File: src/rtl/isa_pkg.sv
// Shared ISA definitions for the issue stage.
// Instruction layout (32 bits, bits [31:25] unused):
//   [2:0]   opcode   (class decoded from [1:0] only)
//   [7:3]   Rs1
//   [12:8]  Rd
//   [17:13] Rs2      (overlaps the low bits of imm)
//   [24:13] imm
package isa_pkg;

  localparam int unsigned INS_W = 32;
  localparam int unsigned REG_W = 5;
  localparam int unsigned IMM_W = 12;
  localparam int unsigned OPC_W = 3;

  localparam int unsigned OPC_LSB = 0;
  localparam int unsigned RS1_LSB = 3;
  localparam int unsigned RD_LSB  = 8;
  localparam int unsigned RS2_LSB = 13;
  localparam int unsigned IMM_LSB = 13;

  // Highest meaningful instruction bit + 1; bits above this are never looked at.
  localparam int unsigned USED_W = IMM_LSB + IMM_W;

  typedef enum logic [1:0] {
    OP_NOP  = 2'b00,
    OP_ADD  = 2'b01,
    OP_MUL  = 2'b10,
    OP_ADDI = 2'b11
  } op_class_e;

  // Class comes from the two low opcode bits; opcode[2] is deliberately ignored.
  function automatic op_class_e op_class(input logic [1:0] opc_lo);
    return op_class_e'(opc_lo);
  endfunction

  // Only the register-register classes read Rs2; ADDI reuses those bits as imm.
  function automatic logic reads_rs2(input op_class_e cls);
    return (cls == OP_ADD) || (cls == OP_MUL);
  endfunction

endpackage

File: src/rtl/hazard_sb.sv
// Destination scoreboard for in-flight instructions.
// A PEND-deep shift register of destination registers that advances every cycle,
// mirroring the downstream pipe, plus two source compare ports.
// Ports:
//   clk, rst       clock, asynchronous active-low reset
//   wr_rd          destination entering the pipe this cycle (0 = nothing owed)
//   rs1, rs1_en    first source and its compare enable
//   rs2, rs2_en    second source and its compare enable
//   hazard         some enabled nonzero source matches a pending destination
module hazard_sb
  import isa_pkg::*;
#(
  parameter int unsigned PEND = 5
) (
  input  logic             clk,
  input  logic             rst,
  input  logic [REG_W-1:0] wr_rd,
  input  logic [REG_W-1:0] rs1,
  input  logic             rs1_en,
  input  logic [REG_W-1:0] rs2,
  input  logic             rs2_en,
  output logic             hazard
);

  logic [REG_W-1:0] sb_q [PEND];
  logic             chk1;
  logic             chk2;

  // Shifts unconditionally: the downstream pipe never stalls, so a bubble
  // simply pushes a 0 entry.
  always_ff @(posedge clk or negedge rst) begin
    if (!rst) begin
      for (int k = 0; k < int'(PEND); k++) begin
        sb_q[k] <= '0;
      end
    end else begin
      sb_q[0] <= wr_rd;
      for (int k = 1; k < int'(PEND); k++) begin
        sb_q[k] <= sb_q[k-1];
      end
    end
  end

  // R0 is never pending, and empty entries hold 0, so a zero source must not match.
  assign chk1 = rs1_en && (rs1 != '0);
  assign chk2 = rs2_en && (rs2 != '0);

  always_comb begin
    hazard = 1'b0;
    for (int k = 0; k < int'(PEND); k++) begin
      if ((chk1 && (rs1 == sb_q[k])) || (chk2 && (rs2 == sb_q[k]))) begin
        hazard = 1'b1;
      end
    end
  end

endmodule

File: src/rtl/issue_stage.sv
// In-order issue stage between fetch and the execute pipes.
// Holds one fetched instruction, splits it into fields and stalls fetch (issuing
// bubbles) while a source register is still pending in the add/multiply pipes.
// Ports:
//   clk, rst       clock, asynchronous active-low reset
//   ins_in         instruction from fetch
//   ins_valid      ins_in carries a real instruction
//   fetch_stall    fetch must hold PC and ins_in
//   opcode, Rs1, Rs2, Rd, imm
//                  issued fields; all zero for a bubble
//   stall_cycles   saturating count of stalled cycles
module issue_stage
  import isa_pkg::*;
#(
  parameter int unsigned PEND  = 5,
  parameter int unsigned CNT_W = 16
) (
  input  logic             clk,
  input  logic             rst,
  input  logic [INS_W-1:0] ins_in,
  input  logic             ins_valid,
  output logic             fetch_stall,
  output logic [OPC_W-1:0] opcode,
  output logic [REG_W-1:0] Rs1,
  output logic [REG_W-1:0] Rs2,
  output logic [REG_W-1:0] Rd,
  output logic [IMM_W-1:0] imm,
  output logic [CNT_W-1:0] stall_cycles
);

  logic [USED_W-1:0] ins_q;
  logic              valid_q;
  logic [CNT_W-1:0]  stall_cnt_q;
  logic [CNT_W-1:0]  stall_cnt_d;

  logic [OPC_W-1:0]  f_opc;
  logic [REG_W-1:0]  f_rs1;
  logic [REG_W-1:0]  f_rs2;
  logic [REG_W-1:0]  f_rd;
  logic [IMM_W-1:0]  f_imm;
  op_class_e         cls;

  logic              rs1_en;
  logic              rs2_en;
  logic              hazard;
  logic              issue;
  logic [REG_W-1:0]  sb_wr_rd;

  // Upper instruction bits carry nothing and are not stored.
  logic              unused_ins_hi;
  assign unused_ins_hi = ^ins_in[INS_W-1:USED_W];

  // Field split of the held instruction.
  assign f_opc = ins_q[OPC_LSB +: OPC_W];
  assign f_rs1 = ins_q[RS1_LSB +: REG_W];
  assign f_rd  = ins_q[RD_LSB  +: REG_W];
  assign f_rs2 = ins_q[RS2_LSB +: REG_W];
  assign f_imm = ins_q[IMM_LSB +: IMM_W];
  assign cls   = op_class(f_opc[1:0]);

  assign rs1_en = valid_q && (cls != OP_NOP);
  assign rs2_en = valid_q && reads_rs2(cls);

  hazard_sb #(
    .PEND (PEND)
  ) u_hazard_sb (
    .clk    (clk),
    .rst    (rst),
    .wr_rd  (sb_wr_rd),
    .rs1    (f_rs1),
    .rs1_en (rs1_en),
    .rs2    (f_rs2),
    .rs2_en (rs2_en),
    .hazard (hazard)
  );

  assign issue       = valid_q && !hazard;
  assign fetch_stall = hazard;

  // A NOP owes no write-back even if its Rd field is nonzero.
  assign sb_wr_rd = (issue && (cls != OP_NOP)) ? f_rd : '0;

  always_comb begin
    opcode = '0;
    Rs1    = '0;
    Rs2    = '0;
    Rd     = '0;
    imm    = '0;
    if (issue) begin
      opcode = f_opc;
      Rs1    = f_rs1;
      Rs2    = f_rs2;
      Rd     = f_rd;
      imm    = f_imm;
    end
  end

  always_comb begin
    stall_cnt_d = stall_cnt_q;
    if (hazard && (stall_cnt_q != '1)) begin
      stall_cnt_d = stall_cnt_q + CNT_W'(1);
    end
  end

  assign stall_cycles = stall_cnt_q;

  always_ff @(posedge clk or negedge rst) begin
    if (!rst) begin
      ins_q       <= '0;
      valid_q     <= 1'b0;
      stall_cnt_q <= '0;
    end else begin
      stall_cnt_q <= stall_cnt_d;
      if (!hazard) begin
        ins_q   <= ins_in[USED_W-1:0];
        valid_q <= ins_valid;
      end
    end
  end

endmodule

File: config.mk
export PLATFORM = sky130hd
export DESIGN_NAME = issue_stage
export DESIGN_NICKNAME = d
export VERILOG_FILES = /design/src/rtl/isa_pkg.sv /design/src/rtl/hazard_sb.sv /design/src/rtl/issue_stage.sv
export SDC_FILE = /design/constraint.sdc
export NUM_CORES = 1
export LEC_CHECK = 0
export ABC_AREA = 1
export BUFFER_PORTS_ARGS = -buffer_cell sky130_fd_sc_hd__buf_2
export CAP_MARGIN = 20
export CORE_ASPECT_RATIO = 1.1
export CORE_MARGIN = 3
export CORE_UTILIZATION = 29
export DETAILED_ROUTE_END_ITERATION = 8
export PLACE_DENSITY = 0.56
export SLEW_MARGIN = 25
export SYNTH_ARGS = -nofsm -noshare
export SYNTH_HDL_FRONTEND = slang
export SYNTH_SLANG_ARGS = --single-unit
File: constraint.sdc
create_clock -name clk -period 1.76 [get_ports clk]
set_input_delay 0.176 -clock clk [delete_from_list [all_inputs] [get_ports clk]]
set_output_delay 0.176 -clock clk [all_outputs]
set_load 0.02 [all_outputs]
After elaboration in Yosys (flattened, before gate mapping)
Index checks and enable logic that the tools add are counted.

Reduce and logical (&&, ||, !) cells: 27. Add/subtract/negate cells: 1. Eq/ne operators: 13. Mux-type cells: 11.

Operator list (number): == test 5 bit (10); two-way mux 5 bit (4); logical AND 1 bit (17); adder 16 x 1 -> 16 bit, second input constant (1); != test 16 bit, second input constant (1); two-way mux 12 bit (1); nonzero test 5 bit (2); logical OR 1 bit (6); two-way mux 1 bit (5); two-way mux 3 bit (1); == test 2 x 1 -> 1 bit, second input constant (1); == test 2 bit, second input constant (1); nonzero test 2 bit (1); zero test 1 bit (1).

Input bits: 35. Bits in registers: 67. Logic and storage cells: 60.

Logic depth before layout (Yosys ltp)
Gate-level depths: netlist of the first run.

Depth in word-level cells: 15. Depth in mapped cells: 14.

Cells and area by module
A second synthesis of the first run with hierarchy kept.

Cell total of the unflattened synthesis: 486. Area, all modules: 3703.6 µm².

Modules (own cells, without submodules): issue_stage (instances 1, area an instance 2220.9 µm², cells each 289); hazard_sb (instances 1, area an instance 1482.7 µm², cells each 197).

Worst setup path before layout of the first run
Ideal clock, no wire load.

Path kind: register to output. Start: register ins_q[16]. End: output port imm[2]. Cell stages (with the launch flop): 15. Arrival time: 1957 ps. Setup slack: -373 ps. Cell sequence: dfrtp_1 -> buf_2 -> inv_2 -> nand2_1 -> nand2_1 -> nor2_1 -> nand3_1 -> nand3_1 -> o21bai_2 -> nand2_4 -> inv_4 -> nand2_4 -> buf_6 -> nor2_1 -> buf_4.

Cells in the longest elaborated chain, start to end: 12. Elaborated cells on any way between the ends: 25.

Ends and longest elaborated chain: start: declaration (RTL line issue_stage.sv:31) `logic [USED_W-1:0] ins_q;`; start signal: assignment (RTL line issue_stage.sv:115) `ins_q <= ins_in[USED_W-1:0];`; nonzero test 5 bit (RTL line hazard_sb.sv:46) `assign chk2 = rs2_en && (rs2 != '0);`; logical AND 1 bit (RTL line hazard_sb.sv:46); logical AND 1 bit (RTL line hazard_sb.sv:51) `if ((chk1 && (rs1 == sb_q[k])) || (chk2 && (rs2 == sb_q[k]))) begin`; logical OR 1 bit (RTL line hazard_sb.sv:51); two-way mux 1 bit (4 in series) (RTL line hazard_sb.sv:51); two-way mux 1 bit (*) (RTL line hazard_sb.sv:51); zero test 1 bit (*); logical AND 1 bit (*) (RTL line issue_stage.sv:77) `assign issue = valid_q && !hazard;`; two-way mux 12 bit (*) (RTL line issue_stage.sv:89) `if (issue) begin`; end: declaration (RTL line issue_stage.sv:27) `output logic [IMM_W-1:0] imm,`.

Mark *: on every way between the ends. The rest lies on a longest branch, timed or not.

Worst setup path in the final report of the first run
Start: register ins_q[4]. End: output port opcode[2].

Cells in the longest elaborated chain, start to end: 12. Elaborated cells on any way between the ends: 25.

Ends and longest elaborated chain: nonzero test 5 bit (RTL line hazard_sb.sv:45) `assign chk1 = rs1_en && (rs1 != '0);`; logical AND 1 bit (RTL line hazard_sb.sv:45); logical AND 1 bit (RTL line hazard_sb.sv:51); logical OR 1 bit (RTL line hazard_sb.sv:51); two-way mux 1 bit (4 in series) (RTL line hazard_sb.sv:51); two-way mux 1 bit (*) (RTL line hazard_sb.sv:51); zero test 1 bit (*); logical AND 1 bit (*) (RTL line issue_stage.sv:77); two-way mux 3 bit (*) (RTL line issue_stage.sv:89); end: declaration (RTL line issue_stage.sv:23) `output logic [OPC_W-1:0] opcode,`.

Marks and branches as above.

==> insert_results.sql, run 1 <==
INSERT INTO impl_metrics (metric_group, metric, value, unit) VALUES
('run_status', 'outcome', 'complete, but fails checks', ''),
('run_status', 'failed_checks', 'negative setup slack', ''),
('critical_path', 'crit_arrival', '2.11', 'ns'),
('route', 'post_drt_wl_per_cell', '13.45', 'microns'),
('timing', 'finalClockSkew', '0.009040', 'ns'),
('route', 'number_of_nets_with_antenna_violations_after_detailed_routing', '0', ''),
('timing', 'timing.final.ws_setup', '-0.5214', 'ns'),
('yosys', 'dominantRegCellSynth', 'dfrtp_1', ''),
('clock_tree', 'worstSkewPairLatency', '0.33', 'ns'),
('yosys', 'synth_compound_gate_area_share', '1.151', '%'),
('global_routing', 'grt_antenna_before_repair', '0', ''),
('timing', 'unrepaired_setup_endpoints_after_global_routing', 'true', ''),
('placement', 'dp_hpwl', '7.231', 'mm'),
('critical_path', 'critical_path.startpoint', 'ins_q[4]', ''),
('final_layout', 'finish.utilization', '45.32', '%'),
('yosys', 'main_combinational_cell_family_by_area_after_synthesis', 'simple AND/OR/NAND/NOR gates', ''),
('timing', 'setup_viol', '78', ''),
('route', 'drt_wl_total', '10.43', 'mm'),
('critical_path', 'criticalPathCategory', 'flip-flop to output port', ''),
('critical_path', 'worstSetupEndpoint', 'opcode[2]', ''),
('critical_path', 'critical_path.max_stage_delay', '0.49', 'ns'),
('clock_tree', 'clockBufferDepth', '2', ''),
('power_and_ir_drop', 'total_leakage_power', '0.002903', 'uW'),
('yosys', 'netlist_instances', '486', ''),
('power_and_ir_drop', 'switching_power', '5960', 'uW'),
('yosys', 'synth_warnings', '0', ''),
('floorplan', 'die_area', '14140', 'sq um'),
('clock_tree', 'cell_chosen_for_the_clock_root', 'clkbuf_16', ''),
('critical_path', 'critical_path.max_fanout', '7', ''),
('yosys', 'synthesis.area_per_instance', '7.608', 'sq um'),
('min_path', 'min_delay_path_depth', '3', ''),
('power_and_ir_drop', 'switching_share', '43.48', '%'),
('placement', 'portBuffers', '74', ''),
('timing', 'final.period_utilization', '129.6', '%'),
('critical_path', 'crit_buf_inv', '3', ''),
('critical_path', 'regToRegStartpoint', 'ins_q[4]', ''),
('power_and_ir_drop', 'ir_drop', '0.001167', 'V'),
('clock_tree', 'cts_tree', 'built', ''),
('floorplan', 'chip_width', '113.7', 'microns'),
('floorplan', 'start_util', '30.20', '%'),
('route', 'remaining_drcs', '0', ''),
('timing', 'clock.fmax', '438.3', 'MHz'),
('yosys', 'ys_seq_elements', '67', ''),
('floorplan', 'num_rows', '42', ''),
('yosys', 'yosys.area_share.simple', '33.03', '%'),
('final_layout', 'synth_to_final_area_change', '50.08', '%'),
('final_layout', 'final_layout_size_suffix_gt1_share', '37.68', '%'),
('placement', 'placer_congestion_estimate', '0.8489', ''),
('critical_path', 'worst_r2r_endpoint', 'stall_cycles[0]', ''),
('power_and_ir_drop', 'power.share.clock', '12.2', '%'),
('global_routing', 'grt_remaining_overflow', '0', ''),
('yosys', 'synth_nets', '523', ''),
('clock_tree', 'clkTransAtPathRegs', '0.05', 'ns'),
('route', 'via_count', '3472', ''),
('global_routing', 'pin_count_of_the_biggest_net_entering_global_routing', '68', ''),
('flow_run', 'max_cap_check_violation_count', '0', ''),
('global_routing', 'grt.total_usage', '15.09', '%'),
('route', 'initialDrtViolationCount', '112', ''),
('floorplan', 'fp.dieH', '124.4', 'microns'),
('clock_tree', 'cts_made_buffers', '9', ''),
('power_and_ir_drop', 'power', '13710', 'uW'),
('yosys', 'synthArstFlopShare', '100.0', '%'),
('yosys', 'synth_adder_area_share', '0.6768', '%'),
('timing', 'slew_headroom', '75.35', '%'),
('timing', 'final_period_minus_worst_setup_slack', '2.281', 'ns'),
('yosys', 'synth-xor-area-share', '9.949', '%'),
('critical_path', 'cp_cell_sequence', 'xor2_1 -> nor2_1 -> nand3_1 -> nand2_1 -> o21bai_4 -> nand2_4 -> inv_8 -> nand2_8 -> buf_4 -> nor2_2 -> buf_6', ''),
('clock_tree', 'clkSinkCount', '67', ''),
('route', 'first_pass_iters', '4', ''),
('power_and_ir_drop', 'power.share.sequential', '20.2', '%'),
('route', 'post_drt_via_cell_ratio', '4.480', '');
[cells in the mapped netlist, types with 5 or more instances]
cell type / instances / area share [%]
buf_2: 7 / 0.95
buf_4: 15 / 3.0
dfrtp_1: 67 / 45
inv_1: 40 / 4.1
inv_2: 10 / 1.0
nand2_1: 187 / 19
nand3_1: 36 / 4.9
nand4_1: 5 / 0.85
nor2_1: 50 / 5.1
nor2_2: 10 / 1.7
xnor2_1: 17 / 4.0
xor2_1: 25 / 5.9
[tightest hold or removal path, cell delays in order]
cell,delay [ns]
buf_2,0.07
nand2_1,0.04
nand2_1,0.04
[layout by cell type, fill, tap and decap left out, drive strengths merged]
master / instances
or2: 1
dfrtp: 67
clkbuf: 13
o21ai: 1
dlygate4sd3: 1
ha: 2
clkinv: 2
buf: 141
bufbuf: 1
nand4: 6
nand3: 36
o211ai: 2
nand2: 191
nor2: 60
xor2: 25
nor3: 2
xnor2: 17
inv: 51
o21bai: 2
[worst min path at each step]
stage                     startpoint   endpoint  slack (ns)
after global routing       ins_in[1]   ins_q[1]        0.05
after CTS                 ins_in[18]  ins_q[18]        0.03
after detailed placement         rst  ins_q[22]        0.23
final                     ins_in[18]  ins_q[18]        0.04
after global placement           rst  ins_q[22]        0.23
after floorplan                  rst   ins_q[0]       -0.12
[what timing repair did]
item                                    in CTS  in global routing
endpoints found under the hold margin       67                  0
buffers inserted                            12                  9
resized for setup                           88                 56
hold buffers                                 1                  0
pin swaps                                    9                  5
cloned                                       4                  1
endpoints found under the setup margin      78                 78
[power groups by stage]
stage          Combinational, uW  Sequential, uW  Clock, uW
3_5_place_dp                6150            2740          0
6_report                    9260            2760       1680
5_1_grt                     9970            2860       1800
2_1_floorplan               4380            2480          0
4_1_cts                     8270            2730       1730
3_3_place_gp                6090            2710          0
[stage by stage]
step / std cells / hold WS [ns] / TNS, ns / area [sq um] / worst slack [ns]
final: 775 / 0.04397 / -28.79 / 5549 / -0.5214
after global routing: 775 / 0.04593 / -36.66 / 5549 / -0.6282
after CTS: 766 / 0.03050 / -24.59 / 5249 / -0.5256
after detailed placement: 736 / 0.2303 / -11.24 / 4508 / -0.2689
after global placement: 736 / 0.2266 / -9.126 / 4508 / -0.2362
after floorplan: 486 / -0.1196 / -2.640 / 3770 / -0.1899
[registers in the layout (all words and copies together), names as in the netlist]
name	cells
ins_q	25
stall_cycles	16
u_hazard_sb.sb_q	25
valid_q	1
[layer usage]
layer  global-route usage, %  routed length [microns]  vias up
met5                       0                        0        -
met4                   5.021                      181        0
met3                   3.256                      496       16
met2                   26.76                     5554       80
met1                   17.83                     4193     1652
li1                        -                        -     1724
[final cells by class]
cell class / instances / area (sq um)
multi-input combinational: 345 / 1923
tap: 154 / 192.7
clock buffer: 13 / 270.3
sequential: 67 / 1688
timing repair buffer: 143 / 1256
inverter: 51 / 209.0
clock inverter: 2 / 10.01
fill: 1172 / 6695
[logic make-up (layout without fill, tap and decap cells)]
group | after synthesis | after routing
adders and majority gates | 2 | 2
AOI/OAI and AO/OA | 5 | 5
DFF | 67 | 67
buffers and inverters | 75 | 209
and+or+nand+nor | 295 | 296
xor gates and xnor gates | 42 | 42
Note: power is estimated with default switching activity, not from simulation.
==> inputs of run 2 (changes only) <==
- CTS_BUF_LIST: default -> sky130_fd_sc_hd__clkbuf_4
- TNS_END_PERCENT: default -> 1
==> insert_results.sql, run 2 (synthesis gave the netlist of run 1 again) <==
INSERT INTO impl_metrics (metric_group, metric, value, unit) VALUES
('critical_path', 'criticalPathCategory', 'flip-flop to output port', ''),
('critical_path', 'required', '1.58', 'ns'),
('power_and_ir_drop', 'ir_drop', '0.001375', 'V'),
('timing', 'finalMaxSlewViolations', '0', ''),
('timing', 'final.period_utilization', '136.3', '%'),
('power_and_ir_drop', 'total_leakage_power', '0.002818', 'uW'),
('critical_path', 'category_of_the_worst_setup_path_capture_point', 'output port', ''),
('clock_tree', 'cell_chosen_for_the_clock_root', 'clkbuf_4', ''),
('floorplan', 'die_area', '14140', 'sq um'),
('global_routing', 'grt_remaining_overflow', '0', ''),
('timing', 'final.setup.tns', '-22.50', 'ns'),
('timing', 'slew_headroom', '75.42', '%'),
('clock_tree', 'h-tree-depth', '3', ''),
('route', 'first_pass_iters', '4', ''),
('power_and_ir_drop', 'comb_power_share', '66.3', '%'),
('final_layout', 'final_layout_size_suffix_gt1_share', '33.49', '%'),
('final_layout', 'synth_to_final_area_change', '43.89', '%'),
('run_status', 'failed_checks', 'negative setup slack', ''),
('power_and_ir_drop', 'power', '11280', 'uW'),
('final_layout', 'final_common_cell', 'nand2_1', ''),
('route', 'remaining_drcs', '0', ''),
('placement', 'placer_congestion_estimate', '0.8834', ''),
('route', 'initialDrtViolationCount', '190', ''),
('critical_path', 'critical-path-slowest-cell', 'dfrtp_2', ''),
('route', 'post_drt_via_cell_ratio', '4.404', ''),
('critical_path', 'critical_path.max_fanout', '8', ''),
('placement', 'dp_hpwl', '7.097', 'mm'),
('global_routing', 'grt_pass1_wl', '17.11', 'mm'),
('clock_tree', 'worstSkewPairLatency', '0.40', 'ns'),
('timing', 'final_period_minus_worst_setup_slack', '2.398', 'ns'),
('final_layout', 'final_cell_mix', '181 x nand2_1, 70 x buf_4, 58 x dfrtp_1, 43 x buf_2, 39 x inv_1', ''),
('critical_path', 'cp_cell_sequence', 'inv_4 -> nand2_2 -> nand2_2 -> nor2_2 -> nand3_1 -> nand3_2 -> o21bai_4 -> nand2_4 -> inv_4 -> nand2_8 -> buf_12 -> nor2_4 -> buf_6', ''),
('final_layout', 'finish.utilization', '43.45', '%'),
('critical_path', 'critical_path.max_stage_delay', '0.52', 'ns'),
('power_and_ir_drop', 'power.share.sequential', '24.6', '%'),
('power_and_ir_drop', 'switching_power', '5304', 'uW'),
('placement', 'portBuffers', '74', ''),
('power_and_ir_drop', 'switching_share', '47.04', '%'),
('floorplan', 'chip_width', '113.7', 'microns'),
('route', 'number_of_nets_with_antenna_violations_after_detailed_routing', '0', ''),
('power_and_ir_drop', 'cellInternalPower', '5972', 'uW'),
('timing', 'finalClockSkew', '0.02126', 'ns'),
('floorplan', 'num_rows', '42', ''),
('clock_tree', 'clockBufferDepth', '2', ''),
('min_path', 'worstHoldPathType', 'input pin to asynchronous set/reset pin', ''),
('timing', 'max_slew.worst_pin.slew', '0.3687', 'ns'),
('timing', 'unrepaired_setup_endpoints_after_global_routing', 'true', ''),
('critical_path', 'crit_path_start_kind', 'flip-flop', ''),
('timing', 'finalHoldViolations', '0', ''),
('clock_tree', 'clkTransAtPathRegs', '0.12', 'ns'),
('clock_tree', 'cts_made_buffers', '9', ''),
('floorplan', 'fp.dieH', '124.4', 'microns'),
('placement', 'place.detailed.instances', '736', ''),
('route', 'via_count', '3479', ''),
('critical_path', 'crit_arrival', '2.22', 'ns'),
('global_routing', 'grt.total_usage', '14.77', '%'),
('clock_tree', 'clkSinkCount', '67', ''),
('floorplan', 'ios', '82', ''),
('final_layout', 'antennaDiodeCount', '0', ''),
('run_status', 'outcome', 'complete, but fails checks', ''),
('final_layout', 'design.final.nets', '668', ''),
('global_routing', 'pin_count_of_the_biggest_net_entering_global_routing', '68', ''),
('floorplan', 'design.core.area', '12240', 'sq um'),
('flow_run', 'max_cap_check_violation_count', '0', ''),
('global_routing', 'first_global_vias', '3615', ''),
('floorplan', 'start_util', '30.20', '%'),
('timing', 'setup_viol', '78', ''),
('clock_tree', 'cts_tree', 'built', ''),
('final_layout', 'layoutNonFillerInstCount', '790', ''),
('power_and_ir_drop', 'power.share.clock', '9.2', '%'),
('route', 'drt_wl_total', '9.866', 'mm'),
('power_and_ir_drop', 'power_per_cell_area', '2120', 'nW/um^2'),
('timing', 'timing.final.ws_setup', '-0.6383', 'ns'),
('global_routing', 'grt_antenna_before_repair', '0', ''),
('timing', 'clock.fmax', '417.0', 'MHz'),
('route', 'post_drt_wl_per_cell', '12.49', 'microns');
==> run 2: changes by cell type in the layout (fill, tap and decap cells not counted), sizes merged <==
cell / previous run / this run
bufbuf: 1 / 0
clkinv: 2 / 5
buf: 141 / 131
nand2: 191 / 190
dlygate4sd3: 1 / 27
clkbuf: 13 / 10
bufinv: 0 / 1
==> run 2: timing repair <==
action                                  4_1_cts  5_1_grt
endpoints found under the setup margin       78       78
hold endpoints to repair                     93        0
gates cloned                                  1        0
gates resized for setup                      61       33
hold buffers                                 27        0
pin swaps                                     9       19
setup buffers                                 6        4
==> run 2: cell type report <==
cell class              instances  area [sq um]
fillers                      1208          6924
multi-input cells             344          1823
flip-flops and latches         67          1688
repair buffers                158          1269
inverters                      51         206.4
well taps                     154         192.7
clock buffers                  10         75.07
clock inverters                 6         66.31
==> run 2: worst paths after layout <==
kind | start | end | slack [ns] | cells after the start
worst max-delay path | ins_q[17] | Rs2[3] | -0.64 | 13
worst min-delay path | rst | stall_cycles[11] | 0.29 | 3
worst max register to register | ins_q[17] | stall_cycles[0] | -0.15 | 14
worst min register to register | u_hazard_sb.sb_q[8] | u_hazard_sb.sb_q[3] | 0.43 | 0
max in group asynchronous | rst | ins_q[6] | 1.14 | 3
min in group clk | u_hazard_sb.sb_q[8] | u_hazard_sb.sb_q[3] | 0.43 | 0
==> run 2: worst max-delay path: cells and delay by family (launching register included) <==
kind | cells | cell delay (ns)
AO/OA/AOI/OAI | 1 | 0.18
buffers and inverters | 4 | 0.48
flip-flops | 1 | 0.52
AND/OR/NAND/NOR | 8 | 0.65
==> run 2: metal layers <==
| metal | track usage, % | part of all wire, % | up-vias |
|---|---|---|---|
| met2 | 26.66 | 54 | 70 |
| met1 | 17.98 | 41 | 1650 |
| li1 | - | - | 1748 |
| met5 | 0 | 0 | - |
| met4 | 4.243 | 1.2 | 0 |
| met3 | 2.187 | 3.7 | 11 |
==> run 2: power groups by stage <==
stage | Combinational, uW | Sequential, uW | Clock, uW
floorplan | 4380 | 2480 | 0
global placement | 6030 | 2740 | 0
detailed placement | 6070 | 2750 | 0
CTS | 7050 | 2760 | 1070
global route | 8210 | 2870 | 1130
finish | 7470 | 2770 | 1030
==> run 2: through the flow <==
stage | setup WS, ns | hold slack [ns] | area (sq um)
after CTS | -0.6293 | 0.2968 | 5161
final | -0.6383 | 0.2905 | 5320
after detailed placement | -0.2559 | 0.2301 | 4518
after global placement | -0.2503 | 0.2267 | 4518
after global routing | -0.7493 | 0.3144 | 5320
after floorplan | -0.1899 | -0.1196 | 3767
